==> src/rtl/mem_io_router.sv <==
// mem_io_router: steers CPU memory requests either to a small window of
// memory-mapped I/O registers or to the SDRAM driver. One transaction is
// tracked at a time, so the CPU sees a single rdy/cplt handshake for both paths.
module mem_io_router #(
  parameter int                     ADDR_WIDTH  = 16,
  parameter int                     DATA_WIDTH  = 16,
  parameter int                     NUM_IO_REGS = 8,
  parameter logic [ADDR_WIDTH-1:0]  IO_BASE     = 16'hFFF8,
  parameter int                     IO_LATENCY  = 1,
  parameter logic [NUM_IO_REGS-1:0] IO_RO_MASK  = 8'h00,
  parameter logic [DATA_WIDTH-1:0]  IO_RST_VAL0 = 16'hBEEF
) (
  input  logic                              clk,
  input  logic                              rst,
  input  logic [ADDR_WIDTH-1:0]             mem_addr,
  input  logic [DATA_WIDTH-1:0]             mem_data_in,
  input  logic                              mem_r_en,
  input  logic                              mem_w_en,
  output logic                              mem_rdy,
  output logic                              mem_cplt,
  output logic [DATA_WIDTH-1:0]             mem_data_out,
  output logic [ADDR_WIDTH-1:0]             dram_addr,
  output logic [DATA_WIDTH-1:0]             dram_data_in,
  output logic                              dram_r_en,
  output logic                              dram_w_en,
  input  logic                              dram_rdy,
  input  logic                              dram_cplt,
  input  logic [DATA_WIDTH-1:0]             dram_data_out,
  output logic [NUM_IO_REGS*DATA_WIDTH-1:0] io_regs,
  output logic [NUM_IO_REGS-1:0]            io_wr_pulse,
  input  logic [NUM_IO_REGS*DATA_WIDTH-1:0] io_in
);

  localparam int IDX_W = (NUM_IO_REGS > 1) ? $clog2(NUM_IO_REGS) : 1;
  localparam int CNT_W = 2;
  localparam logic [CNT_W-1:0] CNT_LOAD = CNT_W'(IO_LATENCY - 1);
  // Window bounds held one bit wider so a window ending at 2^ADDR_WIDTH
  // still includes the top address.
  localparam logic [ADDR_WIDTH:0] BASE_EXT = {1'b0, IO_BASE};
  localparam logic [ADDR_WIDTH:0] TOP_EXT  = BASE_EXT + (ADDR_WIDTH+1)'(NUM_IO_REGS);

  typedef enum logic [1:0] {
    ST_IDLE      = 2'd0,
    ST_DRAM_BUSY = 2'd1,
    ST_IO_BUSY   = 2'd2
  } state_e;

  state_e                  state_q, state_d;
  logic [CNT_W-1:0]        cnt_q, cnt_d;
  logic [DATA_WIDTH-1:0]   data_q, data_d;
  logic [DATA_WIDTH-1:0]   cap_q, cap_d;
  logic [NUM_IO_REGS-1:0]  wr_pulse_q, wr_pulse_d;
  logic [DATA_WIDTH-1:0]   regs_q [NUM_IO_REGS];

  logic [ADDR_WIDTH:0]     addr_ext_s;
  logic                    in_io_s;
  logic [IDX_W-1:0]        idx_s;
  logic                    ro_s;
  logic                    rd_s;
  logic                    wr_s;
  logic                    rdy_s;
  logic                    accept_s;
  logic                    io_acc_s;
  logic                    dram_acc_s;
  logic                    reg_we_s;
  logic [DATA_WIDTH-1:0]   io_rd_val_s;
  logic                    cplt_s;
  logic [DATA_WIDTH-1:0]   cplt_data_s;

  // Address decode, read-priority resolution and the accept condition.
  always_comb begin
    addr_ext_s = {1'b0, mem_addr};
    in_io_s    = (addr_ext_s >= BASE_EXT) && (addr_ext_s < TOP_EXT);
    idx_s      = IDX_W'(mem_addr - IO_BASE);
    ro_s       = IO_RO_MASK[idx_s];
    rd_s       = mem_r_en;
    wr_s       = mem_w_en && !mem_r_en;
    rdy_s      = (state_q == ST_IDLE) && dram_rdy;
    accept_s   = rdy_s && (mem_r_en || mem_w_en);
    io_acc_s   = accept_s && in_io_s;
    dram_acc_s = accept_s && !in_io_s;
    reg_we_s   = io_acc_s && wr_s && !ro_s;
    if (ro_s) begin
      io_rd_val_s = io_in[int'(idx_s)*DATA_WIDTH +: DATA_WIDTH];
    end else begin
      io_rd_val_s = regs_q[idx_s];
    end
  end

  // Next-state logic for the transaction tracker plus completion generation.
  always_comb begin
    state_d     = state_q;
    cnt_d       = cnt_q;
    cplt_s      = 1'b0;
    cplt_data_s = data_q;
    case (state_q)
      ST_IDLE: begin
        if (io_acc_s) begin
          state_d = ST_IO_BUSY;
          cnt_d   = CNT_LOAD;
        end else if (dram_acc_s) begin
          state_d = ST_DRAM_BUSY;
        end else begin
          state_d = ST_IDLE;
        end
      end
      ST_DRAM_BUSY: begin
        if (dram_cplt) begin
          cplt_s      = 1'b1;
          cplt_data_s = dram_data_out;
          state_d     = ST_IDLE;
        end else begin
          state_d = ST_DRAM_BUSY;
        end
      end
      ST_IO_BUSY: begin
        if (cnt_q == {CNT_W{1'b0}}) begin
          cplt_s      = 1'b1;
          cplt_data_s = cap_q;
          state_d     = ST_IDLE;
        end else begin
          cnt_d = cnt_q - CNT_W'(1);
        end
      end
      default: begin
        state_d = ST_IDLE;
        cnt_d   = {CNT_W{1'b0}};
      end
    endcase
  end

  // Capture of I/O read data / write data and the write-strobe pattern.
  always_comb begin
    data_d     = cplt_data_s;
    cap_d      = cap_q;
    wr_pulse_d = {NUM_IO_REGS{1'b0}};
    if (io_acc_s) begin
      if (rd_s) begin
        cap_d = io_rd_val_s;
      end else begin
        cap_d = mem_data_in;
      end
    end else begin
      cap_d = cap_q;
    end
    if (reg_we_s) begin
      wr_pulse_d[idx_s] = 1'b1;
    end else begin
      wr_pulse_d = {NUM_IO_REGS{1'b0}};
    end
  end

  // Tracker state, latency counter, captured and last-completed data.
  always_ff @(posedge clk or posedge rst) begin
    if (rst) begin
      state_q    <= ST_IDLE;
      cnt_q      <= {CNT_W{1'b0}};
      data_q     <= {DATA_WIDTH{1'b0}};
      cap_q      <= {DATA_WIDTH{1'b0}};
      wr_pulse_q <= {NUM_IO_REGS{1'b0}};
    end else begin
      state_q    <= state_d;
      cnt_q      <= cnt_d;
      data_q     <= data_d;
      cap_q      <= cap_d;
      wr_pulse_q <= wr_pulse_d;
    end
  end

  // I/O register file; read-only entries are never written.
  always_ff @(posedge clk or posedge rst) begin
    if (rst) begin
      for (int i = 0; i < NUM_IO_REGS; i++) begin
        regs_q[i] <= (i == 0) ? IO_RST_VAL0 : {DATA_WIDTH{1'b0}};
      end
    end else if (reg_we_s) begin
      regs_q[idx_s] <= mem_data_in;
    end
  end

  // Flatten the register file onto the io_regs bus.
  genvar g;
  generate
    for (g = 0; g < NUM_IO_REGS; g++) begin : g_flat
      assign io_regs[g*DATA_WIDTH +: DATA_WIDTH] = regs_q[g];
    end
  endgenerate

  // DRAM requests are only forwarded in a non-I/O accept cycle.
  assign dram_r_en    = dram_acc_s && rd_s;
  assign dram_w_en    = dram_acc_s && wr_s;
  assign dram_addr    = mem_addr;
  assign dram_data_in = mem_data_in;
  assign mem_rdy      = rdy_s;
  assign mem_cplt     = cplt_s;
  assign mem_data_out = cplt_data_s;
  assign io_wr_pulse  = wr_pulse_q;

endmodule
==> config.mk <==
export PLATFORM = sky130hd
export DESIGN_NAME = mem_io_router
export DESIGN_NICKNAME = d
export VERILOG_FILES = /design/src/rtl/mem_io_router.sv
export SDC_FILE = /design/constraint.sdc
export NUM_CORES = 1
export LEC_CHECK = 0
export ABC_CLOCK_PERIOD_IN_PS = 5700
export CAP_MARGIN = 25
export CELL_PAD_IN_SITES_DETAIL_PLACEMENT = 0
export CELL_PAD_IN_SITES_GLOBAL_PLACEMENT = 2
export CORE_AREA = 5 5 192 194
export DETAILED_ROUTE_END_ITERATION = 10
export DIE_AREA = 0 0 197 199
export GPL_ROUTABILITY_DRIVEN = 0
export PLACE_DENSITY = 0.81
export SKIP_CTS_REPAIR_TIMING = 1
export SYNTH_ARGS = -nofsm -noshare
export SYNTH_HDL_FRONTEND = slang
export SYNTH_SLANG_ARGS = --single-unit
==> constraint.sdc <==
create_clock -name clk -period 5.7 [get_ports clk]
set_clock_uncertainty 0.2 [all_clocks]
set_input_delay 1.14 -clock clk [delete_from_list [all_inputs] [get_ports clk]]
set_output_delay 1.14 -clock clk [all_outputs]
set_load 0.1 [all_outputs]
Word-level counts from Yosys, hierarchy flattened
Memory sizes are Yosys's and may differ from the RTL's.
Index checks and enable logic that the tools add are counted.
Widths: inputs -> output; s select.

word-level totals
  latch bits = 0
  word-level logic and storage cells = 73
  RAM bits = 0
  output and inout port bits = 188
  memories = 1
  ROM bits = 8
  bits in registers = 172

cells by class
  reduce and logical (&&, ||, !) cells = 18
  magnitude comparators = 5
  bitwise operators = 2
  muxes and demuxes = 26
  shift operators = 1
  add/sub/neg operators = 2
  div/mod/pow operators = 0
  multipliers = 0
  eq/ne operators = 5

memory list
  memory           depth  width  rd ports  clocked after memory_dff  wr ports  RTL line  source
  (no name shown)  8      1      1         0                         0         75        ro_s = IO_RO_MASK[idx_s];

operators by type and width
  kind                  count
  $bwmux 128            1
  $shiftx 128x8->16     1
  $mux 16               7
  $bmux 16 s3           1
  $demux 16 s3          1
  $pmux 16 s2           1
  $ge 16x16->1 const B  1
  $pmux 2 s3            2
  $logic_and 1x1->1     11
  $mux 2                4
  $mux 8                1
  $mux 1                6
  $ne 2x2->1 const B    3
  $ge 4x4->1 const B    1
  $logic_not 2->1       2
  $lt 3x4->1 const B    1
  $lt 4x1->1 const B    1
  $not 3->4             1
  $demux 1 s3           1
  $ge 3x1->1 const B    1
  $logic_not 1->1       3
  $reduce_and 3->1      1
  $sub 3x1->3 const B   1
  $eq 2x1->1 const B    1
  5 further kinds       5

Depth between registers and ports, before layout
Gate-level depths: netlist of the first run.

  depth after elaboration = 7
  mapped depth = 10

Worst setup path after synthesis of the first run
OpenSTA, ideal clock, no wires.

  kind = in2out
  from = input port mem_r_en
  to = output port dram_w_en
  data arrival time = 4660 ps
  setup slack = -300 ps
  cell stages on the path = 3
  path buffers = 2
  data required time = 4360 ps
  cells stage by stage = buf_2 > clkbuf_1 > nor4b_1

between the ends
  word-level cells in the longest chain between the ends = 4
  elaborated cells on any way between the ends = 6
  classes of those cells = reduce/logical: 6

ends and longest elaborated chain
  item                 RTL line  source
  start: declaration   17        input logic mem_r_en,
  $logic_or 1x1->1     79        accept_s = rdy_s && (mem_r_en || mem_w_en);
  $logic_and 1x1->1    79
  $logic_and 1x1->1    81        dram_acc_s = accept_s && !in_io_s;
  $logic_and 1x1->1 *  191       assign dram_w_en = dram_acc_s && wr_s;
  end: declaration     25        output logic dram_w_en,

Every way passes the cells marked *; elsewhere a longest branch is shown, timed or not.

Final worst setup path of the first run
  from = input port mem_data_in[10]
  to = output port dram_data_in[10]

RTL lines
  item                RTL line  source
  start: declaration  16        input logic [DATA_WIDTH-1:0] mem_data_in,
  end: declaration    23        output logic [DATA_WIDTH-1:0] dram_data_in,

No word-level cell between the ends.

==> reports/metrics.cfg, run 1 <==
[cts]
cts_tree = done
cts.sinks = 172
clockRootBuffer = clkbuf_16
clkLatencyLatePin_ps = 450
clock_path_buffers = 2
cts_buffers = 17
path_clk_slew_ps = 70
htree_levels = 4

[power_and_ir_drop]
leakagePower_nw = 5.12
power_density_nw_per_um2 = 252
peakVddDrop_mv = 0.211
switchingPower_w = 0.000946
pwr-share-clk_pct = 40.0
comb_power_share_pct = 17.0
intPower_w = 0.00194
seq_power_share_pct = 43.0
switching_share_pct = 32.7

[detailed_routing]
ant_nets = 0
wl_met1_um = 14500
wl_met3_um = 1880
wl_met2_um = 14300
wl_per_cell_um = 23.4
highest_layer = met4
drt_pre_antenna_iters = 4
drtIter0Drc = 324
drc = 0
wl_um = 31100
viasPerCell = 4.62
vias = 6136

[placement]
pre_cts_ws_ps = 1230
io_buffers = 241
hpwl_um = 21600
postPlaceCellArea_um2 = 10900

[floorplanning]
placementRows = 69
io_pins = 370
dieHeight_um = 199
initial_core_util_pct = 23.7
core_area_um2 = 35100
dieWidth_um = 197
dieArea_um2 = 39200

[sta]
timing.final.crit_share_pct = 78.6
rsz0062_at_grt = false
fmax_mhz = 223
worst_pin_slew_ps = 1090
drv_slew = 0
slew_headroom_pct = 27.2
setup_viol_count_final = 0
fin_tns_setup_ps = 0
hold_violations = 0
worst_slack_ps = 1220
period_needed_ps = 4480

[yosys]
synth-edff-count = 0
synthFlopType = dfrtp_1
synth-seq-cells = 172
mappedNetlistArea_um2 = 8300
ys_types = 54
syn_area_per_cell_um2 = 12.7
ys_warn_count = 0
async_flop_share_pct = 100
seq_area_frac_synth_pct = 52.1
syn_inst = 653
synth_nets = 839

[critical_path]
cpPeakStageDelay_ps = 1230
critical_path.most_common_cell = clkdlybuf4s50_1
reg2reg_depth = 9
worstPathCellList = clkdlybuf4s50_1, clkdlybuf4s50_1
path_class = in -> out
startpoint = mem_data_in[10]
slowest_stage = clkdlybuf4s50_1
cp-end-kind = primary output
critPathLaunchType = primary input
arrival_ps = 3140
worst-r2r-setup-slack_ps = 2360
cp_top_family = buffers and inverters
cp_num_buf_inv = 2
rr_startpoint = state_q[0]$_DFFE_PP0P_
cp_max_fo = 10
required_ps = 4360
r2r-end = io_regs[102]$_DFFE_PP0P_

[grt]
grt_usage_pct = 15.7
grt_pass1_wl_um = 45200
grt_pass1_vias = 6426
grt_max_degree = 89
antenna_found_initial = 0
gr-total-overflow = 0

[finish]
final_nets = 1041
num_antenna_cells = 0
syn_to_final_growth_pct = 38.1
final_core_util_pct = 32.7
drive_gt1_share_pct = 28.3
final_area_um2 = 11500

[min_path]
hold_depth = 2
hp-class = reg -> reg
hold_start = cap_q[10]$_DFFE_PP0P_
hold_end = cap_q[10]$_DFFE_PP0P_

[job]
max_cap_violations = 0

[status]
status = complete, no violations

## layer usage
metal / vias up / global-route usage [%]
met5: - / 0
met4: 0 / 3.34
met3: 26 / 4.39
met2: 180 / 24.3
met1: 3144 / 22.2
li1: 2786 / -
## area by class of cell
class,count,area [um2]
sequential,172,4320
multi-input combinational,394,3460
timing repair buffer,260,2490
tap,461,577
clock inverter,14,131
fill,3559,23600
inverter,10,41.3
clock buffer,18,439
## placed cells by master, fill, tap and decap left out, drive strengths merged, types with 5 or more instances in the layout
master,n
clkinv,6
a21oi,14
a22oi,6
nand2,41
and3,5
dfstp,13
nand3,12
nor2,14
inv,15
o21ai,28
mux2i,17
o211ai,10
mux2,140
mux4,7
a22o,34
nand4,7
nor2b,5
dfrtp,159
a31oi,5
buf,46
clkbuf,18
clkdlybuf4s50,214
## state kept, by name (all words and copies together) (netlist names)
signal       count
state_q          2
cnt_q            2
io_wr_pulse      8
io_regs        128
cap_q           16
data_q          16
## Yosys cell counts (6+ instances only)
cell type | number | area (um2)
dfrtp_1 | 159 | 3980
mux2_2 | 127 | 1430
nand2_1 | 41 | 154
buf_4 | 36 | 270
a22o_1 | 34 | 298
o21ai_0 | 28 | 140
clkbuf_1 | 19 | 71.3
mux2i_1 | 17 | 170
buf_2 | 15 | 75.1
a21oi_1 | 14 | 70.1
nor2_1 | 14 | 52.6
dfstp_2 | 13 | 342
mux2_4 | 10 | 150
o211ai_1 | 10 | 75.1
inv_1 | 9 | 33.8
nand3_1 | 8 | 40.0
mux4_2 | 7 | 158
a22oi_1 | 6 | 45.0
nand4_1 | 6 | 37.5
## worst max path at each step
stage | to | slack, ps | cells after the start
CTS | dram_data_in[10] | 1250 | 2
global placement | dram_data_in[12] | 1260 | 2
finish | dram_data_in[10] | 1220 | 2
detailed placement | dram_data_in[12] | 1230 | 2
global route | dram_data_in[10] | 1180 | 2
floorplan | dram_w_en | 1110 | 3
## kinds of logic (layout without fill, tap and decap cells)
group	count (synthesis)	count (layout)	share of synthesized area, %
muxes	164	164	23.4
DFF	172	172	52.1
AOI/OAI and AO/OA	121	121	10.5
and+or+nand+nor	105	105	7.07
buffers and inverters	87	302	6.38
adders and majority gates	4	4	0.603
## power by group through the flow
stage	registers, W	logic, W	clock network, W
3_3_place_gp	0.00127	0.000492	0
4_1_cts	0.00124	0.000495	0.00119
2_1_floorplan	0.00127	0.000354	0
5_1_grt	0.00124	0.000512	0.00123
6_report	0.00124	0.000490	0.00116
3_5_place_dp	0.00127	0.000493	0
## stage by stage
stage / total power [W] / instances / hold WS [ps]
2_1_floorplan: 0.00162 / 653 / 239
3_3_place_gp: 0.00176 / 1297 / 261
3_5_place_dp: 0.00176 / 1297 / 265
4_1_cts: 0.00292 / 1329 / 281
5_1_grt: 0.00298 / 1329 / 305
6_report: 0.00289 / 1329 / 280
Note: power is estimated with default switching activity, not from simulation.
==> inputs of run 2 (changes only) <==
- ABC_CLOCK_PERIOD_IN_PS: 5700 -> 3900
- clock period: 5.7 -> 3.9 ns (I/O delays scaled with it)
==> run 2 against run 1 <==
  * Die area unchanged
  * Clock-buffer cell count up 1
  * Total power up 52%
  * Sequential power up 47%
  * Flip-flop and latch count unchanged
  * Critical path depth up 5
  * Non-clock buffer count up 14
  * Via count up 2.7%
==> reports/metrics.cfg, run 2 (synthesis results as in run 1) <==
[sta]
period_needed_ps = 3520
worst_pin_slew_ps = 1070  ; was 1090 ps
hold_violations = 0  ; unchanged
holdWs_ps = 283  ; was 280 ps
setup_viol_count_final = 0  ; unchanged
fmax_mhz = 284
drv_slew = 0  ; unchanged
timing.final.crit_share_pct = 90.3
fin_tns_setup_ps = 0  ; unchanged
rsz0062_at_grt = false  ; unchanged
slew_headroom_pct = 28.4  ; was 27.2%

[floorplanning]
dieWidth_um = 197  ; unchanged
placementRows = 69  ; unchanged
dieArea_um2 = 39200  ; unchanged
io_pins = 370  ; unchanged
initial_core_util_pct = 23.7  ; unchanged
core_area_um2 = 35100  ; unchanged
dieHeight_um = 199  ; unchanged

[finish]
final_common_cell = dfrtp_1  ; was clkdlybuf4s50_1
final_area_um2 = 11700  ; was 11500 um2
layout_common_cells = 159 x dfrtp_1, 151 x clkdlybuf4s50_1, 127 x mux2_2  ; was 214 x clkdlybuf4s50_1, 159 x dfrtp_1, 127 x mux2_2
final_nets = 1055  ; was 1041
syn_to_final_growth_pct = 41.2  ; was 38.1%
final_core_util_pct = 33.4  ; was 32.7%
largest_reg_flops = 128  ; unchanged
drive_gt1_share_pct = 36.6  ; was 28.3%
num_antenna_cells = 0  ; unchanged
nFillCells = 3570  ; was 3559

[min_path]
hold_depth = 2  ; unchanged
hp-class = reg -> reg  ; unchanged
hold_end = cap_q[10]$_DFFE_PP0P_  ; unchanged
hold_start = cap_q[10]$_DFFE_PP0P_  ; unchanged

[detailed_routing]
vias = 6302  ; was 6136
ant_nets = 0  ; unchanged
drtIter0Drc = 275  ; was 324
wl_um = 31500  ; was 31100 um
drt_pre_antenna_iters = 5  ; was 4
viasPerCell = 4.69  ; was 4.62
drc = 0  ; unchanged
wl_per_cell_um = 23.5  ; was 23.4 um

[job]
max_cap_violations = 0  ; unchanged

[cts]
clockRootBuffer = clkbuf_16  ; unchanged
clkLatencyLatePin_ps = 450  ; about the same
clock_path_buffers = 2  ; unchanged
cts_tree = done  ; unchanged
htree_levels = 4  ; unchanged
path_clk_slew_ps = 70  ; about the same
cts_buffers = 17  ; unchanged
cts.sinks = 172  ; unchanged

[critical_path]
critPathLaunchType = register  ; was primary input
required_ps = 2920  ; was 4360 ps
cp-end-kind = primary output  ; unchanged
arrival_ps = 2540  ; was 3140 ps
path_class = reg -> out  ; was in -> out
rr_startpoint = state_q[0]$_DFFE_PP0P_  ; unchanged
worst-r2r-setup-slack_ps = 1160  ; was 2360 ps
cp_max_fo = 16  ; was 10
r2r-end = io_regs[105]$_DFFE_PP0P_  ; was io_regs[102]$_DFFE_PP0P_
reg2reg_depth = 10  ; was 9

[placement]
postPlaceCellArea_um2 = 11100  ; was 10900 um2
io_buffers = 241  ; unchanged
hpwl_um = 22500  ; was 21600 um

[grt]
grt_pass1_wl_um = 45800  ; was 45200 um
antenna_found_initial = 0  ; unchanged
grt_usage_pct = 16.0  ; was 15.7%
grt_max_degree = 58  ; was 89
grt_pass1_vias = 6630  ; was 6426
gr-total-overflow = 0  ; unchanged

[power_and_ir_drop]
finalPower_w = 0.00440  ; was 0.00289 W
leakagePower_nw = 5.37  ; was 5.12 nW
peakVddDrop_mv = 0.321  ; was 0.211 mV
power_density_nw_per_um2 = 376  ; was 252 nW/um2

[status]
status = complete, no violations  ; unchanged

## run 2: cell count changes in the layout (fill, tap and decap cells not counted), sizes merged
cell	change
clkbuf	+1
clkinv	-2
buf	+77
inv	-1
bufinv	+2
clkdlybuf4s50	-63
## run 2: area by class of cell
cell class / instances / area (um2) / area share [%]
clock buffer: 19 / 453 / 3.87
clock inverter: 13 / 154 / 1.31
inverter: 10 / 41.3 / 0.352
multi-input combinational: 394 / 3460 / 29.5
sequential: 172 / 4320 / 36.9
tap: 461 / 577 / 4.92
timing repair buffer: 274 / 2710 / 23.2
## run 2: how the worst max path moves through the flow
stage / startpoint / to / cells past startpoint
3_5_place_dp: mem_addr[10] / io_regs[105]$_DFFE_PP0P_ / 8
3_3_place_gp: mem_addr[10] / io_regs[105]$_DFFE_PP0P_ / 8
6_report: state_q[0]$_DFFE_PP0P_ / mem_data_out[4] / 7
5_1_grt: state_q[0]$_DFFE_PP0P_ / mem_data_out[4] / 7
2_1_floorplan: mem_r_en / dram_w_en / 3
4_1_cts: state_q[0]$_DFFE_PP0P_ / mem_data_out[4] / 7
## run 2: per-layer routing
metal  vias up  GRT usage, %  share of wire, %
met3        18          4.27               5.3
met1      3284          22.6                48
met4         0          3.16              0.96
li1       2822             -                 -
met5         -             0                 0
met2       178          24.8                46
## run 2: stage by stage
stage / std cells / worst slack [ps]
CTS: 1343 / 339
global route: 1343 / 190
global placement: 1311 / 324
finish: 1343 / 378
floorplan: 653 / 28.8
detailed placement: 1311 / 313
## run 2: critical path: stages (launching register included)
cell     delay [ps]
dfrtp_1         390
inv_1           100
ha_1            210
nor2b_1         290
a21oi_1         100
nand2_1         460
a22o_1          340
buf_12          200
## run 2: power breakdown
group	leakage, nW	total, W	switching [W]	internal [W]
sequential	2.35	0.00182	0.00000786	0.00181
clock	0.292	0.00178	0.000789	0.000993
combinational	2.73	0.000802	0.000563	0.000239
